### src/rtl/mem_arbiter_pkg.sv
`default_nettype none
// ============================================================================
// Package     : mem_arbiter_pkg
// Description : Memory request/response structs shared by the pipeline
//               stages, the memory arbiter and the memory/bus interface.
// Revision    : 1.0 - initial release
// ============================================================================
package mem_arbiter_pkg;

  // Request from a requester (or from the arbiter towards memory)
  typedef struct packed {
    logic        mem_valid;
    logic        mem_instr;
    logic [31:0] mem_addr;
    logic [31:0] mem_wdata;
    logic [3:0]  mem_wstrb;
  } mem_in_type;

  // Response from memory (or from the arbiter towards a requester)
  typedef struct packed {
    logic        mem_ready;
    logic [31:0] mem_rdata;
  } mem_out_type;

endpackage
`default_nettype wire

### src/rtl/mem_arbiter.sv
`default_nettype none
// ============================================================================
// Module      : mem_arbiter
// Description : Shares one external memory port between instruction fetch
//               (imem) and load/store (dmem). Each requester has at most one
//               transaction outstanding; contention is resolved by granting
//               the port that was not granted last time.
// Revision    : 1.0 - initial release
// ============================================================================
module mem_arbiter
  import mem_arbiter_pkg::*;
(
  input  logic        rst,
  input  logic        clk,
  input  mem_in_type  imem_in,
  output mem_out_type imem_out,
  input  mem_in_type  dmem_in,
  output mem_out_type dmem_out,
  output mem_in_type  mem_in,
  input  mem_out_type mem_out
);

  typedef enum logic [1:0] {
    S_IDLE   = 2'd0,
    S_WAIT_I = 2'd1,
    S_WAIT_D = 2'd2
  } state_t;

  state_t     r_state;
  state_t     w_state_nxt;
  mem_in_type r_pend_i;
  mem_in_type r_pend_d;
  mem_in_type r_iss;
  logic       r_last_d;   // 1: the last grant went to dmem
  logic       w_grant_i;
  logic       w_grant_d;
  logic       w_acc_i;
  logic       w_acc_d;

  // A pulse is taken only when the port has nothing pending and is not in
  // flight; a port whose response completes this cycle is no longer in flight.
  assign w_acc_i = imem_in.mem_valid & ~r_pend_i.mem_valid &
                   ~((r_state == S_WAIT_I) & ~mem_out.mem_ready);
  assign w_acc_d = dmem_in.mem_valid & ~r_pend_d.mem_valid &
                   ~((r_state == S_WAIT_D) & ~mem_out.mem_ready);

  // Next state, grant selection, memory request and response routing
  always_comb begin
    w_state_nxt        = r_state;
    w_grant_i          = 1'b0;
    w_grant_d          = 1'b0;
    mem_in             = r_iss;
    imem_out.mem_ready = 1'b0;
    imem_out.mem_rdata = mem_out.mem_rdata;
    dmem_out.mem_ready = 1'b0;
    dmem_out.mem_rdata = mem_out.mem_rdata;
    case (r_state)
      S_IDLE: begin
        if (r_pend_i.mem_valid && r_pend_d.mem_valid) begin
          w_grant_i = r_last_d;
          w_grant_d = ~r_last_d;
        end else begin
          w_grant_i = r_pend_i.mem_valid;
          w_grant_d = r_pend_d.mem_valid;
        end
        // The pending register carries valid=1, which becomes the issue pulse
        if (w_grant_i) begin
          w_state_nxt = S_WAIT_I;
          mem_in      = r_pend_i;
        end else if (w_grant_d) begin
          w_state_nxt = S_WAIT_D;
          mem_in      = r_pend_d;
        end
      end
      S_WAIT_I: begin
        if (mem_out.mem_ready) begin
          imem_out.mem_ready = 1'b1;
          w_state_nxt        = S_IDLE;
        end
      end
      S_WAIT_D: begin
        if (mem_out.mem_ready) begin
          dmem_out.mem_ready = 1'b1;
          w_state_nxt        = S_IDLE;
        end
      end
      default: w_state_nxt = S_IDLE;
    endcase
  end

  // State register
  always_ff @(posedge clk) begin
    if (!rst) begin
      r_state <= S_IDLE;
    end else begin
      r_state <= w_state_nxt;
    end
  end

  // Pending capture, issued-request copy and last-grant tracking
  always_ff @(posedge clk) begin
    if (!rst) begin
      r_pend_i <= '0;
      r_pend_d <= '0;
      r_iss    <= '0;
      r_last_d <= 1'b0;
    end else begin
      // Accept and grant of the same port are mutually exclusive: accepting
      // needs an empty pending slot, granting needs a full one.
      if (w_acc_i) begin
        r_pend_i <= imem_in;
      end else if (w_grant_i) begin
        r_pend_i.mem_valid <= 1'b0;
      end
      if (w_acc_d) begin
        r_pend_d <= dmem_in;
      end else if (w_grant_d) begin
        r_pend_d.mem_valid <= 1'b0;
      end
      if (w_grant_i) begin
        r_iss           <= r_pend_i;
        r_iss.mem_valid <= 1'b0;
        r_last_d        <= 1'b0;
      end else if (w_grant_d) begin
        r_iss           <= r_pend_d;
        r_iss.mem_valid <= 1'b0;
        r_last_d        <= 1'b1;
      end
    end
  end

endmodule
`default_nettype wire

### config.mk
export PLATFORM = sky130hd
export DESIGN_NAME = mem_arbiter
export DESIGN_NICKNAME = d
export VERILOG_FILES = /design/src/rtl/mem_arbiter_pkg.sv /design/src/rtl/mem_arbiter.sv
export SDC_FILE = /design/constraint.sdc
export NUM_CORES = 1
export LEC_CHECK = 0
export ABC_AREA = 1
export BUFFER_PORTS_ARGS = -buffer_cell sky130_fd_sc_hd__buf_4
export CAP_MARGIN = 20
export CORE_AREA = 2 2 214 216
export DETAILED_ROUTE_END_ITERATION = 8
export DIE_AREA = 0 0 216 218
export PLACE_DENSITY_LB_ADDON = 0.25
export SYNTH_ARGS = -nofsm -noshare
export SYNTH_HDL_FRONTEND = slang
export SYNTH_SLANG_ARGS = --single-unit
### constraint.sdc
create_clock -name clk -period 2.4 [get_ports clk]
set_clock_uncertainty 0.2 [all_clocks]
set_input_delay 0.36 -clock clk [delete_from_list [all_inputs] [get_ports clk]]
set_output_delay 0.36 -clock clk [all_outputs]
set_load 0.02 [all_outputs]
## After elaboration in Yosys (flattened, before gate mapping)

Index checks and enable logic that the tools add are counted.

- Eq/ne operators: 4
- Multiplexer cells: 22
- Bitwise operators: 13
- Reductions and logical operators: 8

Operators by type and width:

| kind | count |
|---|---|
| 2-to-1 mux 70 bit | 3 |
| 2-to-1 mux 69 bit | 2 |
| 2-to-1 mux 1 bit | 13 |
| NOT 1 bit | 7 |
| AND 1 bit | 6 |
| 2-to-1 mux 2 bit | 3 |
| nonzero test 2 bit | 3 |
| one-hot mux 2 bit (2 select lines) | 1 |
| OR reduction 2 bit | 2 |
| != test 3 x 1 -> 1 bit (second input constant) | 1 |
| equality test 2 x 1 -> 1 bit (second input constant) | 1 |
| equality test 2 bit (second input constant) | 1 |
| logical NOT 2 bit | 1 |
| != test 2 x 1 -> 1 bit (second input constant) | 1 |
| AND reduction 2 bit | 1 |
| logical AND 1 bit | 1 |

- Register bits after elaboration: 212
- Input bits: 175
- Output and inout bits: 136
- Word-level logic and storage cells: 63

## Longest topological paths before layout

- Depth after elaboration: 6
- Mapped depth: 10

## Worst setup path after synthesis

Ideal clock, no wire load.

- Kind: reg2out
- From: register r_state[0]
- To: output mem_in[0] (netlist bit)
- Arrival: 1.467 ns
- Path slack: 0.373 ns
- Stages on the path, launching flop included: 8
- Buffers on the path: 2
- Cell sequence: dfxtp_1 > inv_1 > ha_1 > buf_2 > nand3_1 > clkbuf_1 > nand3_1 > nand2_1

RTL lines:

| what | RTL line | text |
|---|---|---|
| start, declared | mem_arbiter.sv:29 | `state_t r_state;` |
| start signal, assigned | mem_arbiter.sv:96 | `r_state <= w_state_nxt;` |
| end, declared | mem_arbiter.sv:19 | `output mem_in_type mem_in,` |

==> metrics.txt <==
CTS tree yes; slowest stage delay, CP 0.34 ns; mux cell area share after synthesis 0; Syn Nets 1,943; CTS buffer count 28; Iteration-0 DRC Markers 840; gr usage total 0.181; GR peak layer met2; Slew @ Worst Pin 0.616 ns; first-pass GRT wire length 67,200 um; H-tree depth 1; crit path max fanout 19; Avg Cell Area, Syn 6.26 um^2; ANT nets after route 0; Final Wtd Congestion 0.762; CP Class reg2out; cells along the critical path inv_2 -> ha_4 -> buf_12 -> o21a_4 -> buf_4 -> buf_16 -> nand2_1 -> nand2_2 -> buf_4; Leak 7.78 nW; status finished, violations left; Non-Filler Instances 2,691; Routed WL per cell 17.1 um; Sink Count 212; pwr/cell area 1190 nW/um^2; Vias/cell 4.56; setup violators final 69; Peak Freq 0.382 GHz; required time of the critical path 1.84 ns; total power 20.3 mW; RSZ-0062 raised after global routing yes; max-cap violation count 0; startpoint types register; GR Util met3 0.0245; Residual DRC 0; TritonRoute pass-1 iters 5; Die H 218 um; Post-Synth XOR/XNOR Area 0; Sequential Area 4250 um^2; Overflow after GRT 0; most used cell along the critical path buf_4; antenna cells 0; Pint 11.9 mW; final worst path period share 1.09; IO Port Bufs 214; clock root cell clkbuf_16; wirelength, routed 46,000 um; Seq pwr share 0.249; Sw Pwr 8.47 mW; row cnt 78; Net Sw Frac 0.416; flip-flop and latch count after synthesis 212; Layout Nets 2,250; largest net degree at the start of global routing 71; largest cells by area after synthesis dfxtp_1 38%, nor2_1 17%, nand2_1 15%; footprint of the multi-input gates 5910 um^2; Critical Path AT 2.06 ns; P&R area growth vs syn 55.1%; Comb pwr share 0.547; initial antenna violation count 0; Synth Instances 1,765; register area share after synthesis 0.384; crit path time final 2.62 ns; Hold Vio Cnt, Final 0; simple logic cell fraction of the synthesized area 0.385; Clock Tree Buf Depth 3; Die Area 47,100 um^2; failing checks setup timing; HP Class in2reg; Slew Viols, Final 0; vias in the first global route 11,658; Mapped Area 11,000 um^2; Synth area leader dfxtp_1; Compound-Gate Fraction of Synth Area 0.0963; Worst Hold Slack 0.0875 ns; met1 usage 0.241; via count 12,275; post-synth cell types 20; Die W 216 um; largest family of logic cells by synthesized area simple AND/OR/NAND/NOR gates; Yosys warning count 0; CP max-delay cell dfxtp_2; Clk pwr share 0.204; Adder-Cell Fraction of Synth Area 0.00340; Max-slew headroom 0.589; placed instance count 2,429; worst vdd ir 544 uV; met2 Usage GRT 0.308; DP Wirelength 24,700 um; Setup crit end kind output port; ratio of cells with drive above 1 in the final layout 0.247; Post-Place Worst Slack 0.202 ns; final worst slack -0.219 ns; top-area cell type share of the netlist area 0.384; clk_lat worst skew 0.55 ns; clock-pin slew on the worst setup and hold paths 0.06 ns; Fin Setup TNS -10.82 ns; io pins 311; initial core utilization 0.246; Core Region 44,900 um^2; Fillers 4,690
==> synthesized netlist by cell type <==
library cell	number
nand2_2	1
nand3_1	72
inv_1	76
inv_2	4
o21ai_0	206
nand4_1	69
dfxtp_1	212
o21a_1	1
clkbuf_2	1
buf_4	76
clkbuf_1	68
nor2_1	487
nand2_1	429
o21ai_1	2
a21oi_1	3
buf_1	1
buf_2	44
nand3_2	2
buf_6	8
ha_1	3
==> cells in the final DEF, fill, tap and decap left out, types with 3 or more instances in the layout <==
| cell | synthesis | final |
|---|---|---|
| buf_12 | 0 | 12 |
| buf_6 | 8 | 83 |
| clkbuf_8 | 0 | 7 |
| o21ai_0 | 206 | 206 |
| bufbuf_16 | 0 | 5 |
| buf_4 | 76 | 205 |
| inv_2 | 4 | 4 |
| clkbuf_1 | 68 | 8 |
| nor2_1 | 487 | 487 |
| nand2_4 | 0 | 9 |
| nand4_1 | 69 | 69 |
| nand2_2 | 1 | 80 |
| clkbuf_16 | 0 | 40 |
| inv_1 | 76 | 74 |
| buf_8 | 0 | 6 |
| clkinv_2 | 0 | 6 |
| nand2_1 | 429 | 341 |
| dlygate4sd3_1 | 0 | 139 |
| nand3_2 | 2 | 30 |
| nand3_4 | 0 | 10 |
| nand3_1 | 72 | 34 |
| buf_16 | 0 | 14 |
| dfxtp_1 | 212 | 209 |
| a21oi_1 | 3 | 3 |
==> worst max-delay path: cells and delay by family (launching register included) <==
family / cells / cell delay, ns
flip-flops: 1 / 0.34
buffers and inverters: 5 / 0.64
AO/OA/AOI/OAI: 1 / 0.14
adder cells (fa/ha/maj): 1 / 0.18
AND/OR/NAND/NOR: 2 / 0.20
==> cells by family (layout without fill, tap and decap cells) <==
group	Yosys count	count (layout)
buffers and inverters	278	604
adders and majority gates	3	3
AOI/OAI and AO/OA	212	212
and+or+nand+nor	1060	1060
DFF	212	212
==> metrics by stage <==
step / util / cell area, um^2
3_3_place_gp: 0.286 / 12800
5_1_grt: 0.382 / 17100
2_1_floorplan: - / 11000
3_5_place_dp: 0.286 / 12800
4_1_cts: 0.365 / 16400
6_report: 0.382 / 17100
==> per-layer routing <==
| layer | share of wire | wire [um] | up-vias |
|---|---|---|---|
| li1 | - | - | 6126 |
| met1 | 0.46 | 21100 | 5738 |
| met2 | 0.47 | 21700 | 338 |
| met3 | 0.050 | 2320 | 73 |
| met4 | 0.019 | 879 | 0 |
| met5 | 0 | 0 | - |
==> final timing paths <==
path	startpoint	endpoint	slack [ns]	cells after the start
setup / recovery	r_state[0]$_SDFFE_PN0P_	mem_in[48]	-0.22	9
hold / removal	mem_out[32]	r_state[0]$_SDFFE_PN0P_	0.09	6
setup reg to reg	r_state[0]$_SDFFE_PN0P_	r_pend_d[54]$_SDFFE_PN0P_	0.22	8
hold reg to reg	r_pend_i[22]$_SDFFE_PN0P_	r_pend_i[22]$_SDFFE_PN0P_	0.30	2
==> repair_timing <==
item	in CTS	in global routing
pin swaps	14	12
buffers inserted	28	20
hold endpoints to repair	139	0
hold buffers	139	0
gates cloned	17	14
resized for setup	142	115
endpoints found under the setup margin	70	94
==> sequential cells by signal (all words and copies together) (netlist names) <==
name	cells
r_iss	69
r_pend_d	70
r_last_d	1
r_state	2
r_pend_i	70
==> power groups by stage <==
stage,Combinational (mW),Sequential (mW),Clock [mW]
global route,12.0,5.16,4.41
floorplan,5.08,4.85,0
CTS,9.97,5.00,4.28
global placement,7.61,5.01,0
detailed placement,7.68,5.03,0
finish,11.1,5.06,4.15
==> area by class of cell <==
cell class	instances	share of cell area
clock buffer	44	0.0497
clock inverter	5	0.00292
inverter	80	0.0177
multi-input combinational	1275	0.345
sequential	212	0.248
tap	600	0.0438
timing repair buffer	475	0.293
(Power assumes the default switching activity.)
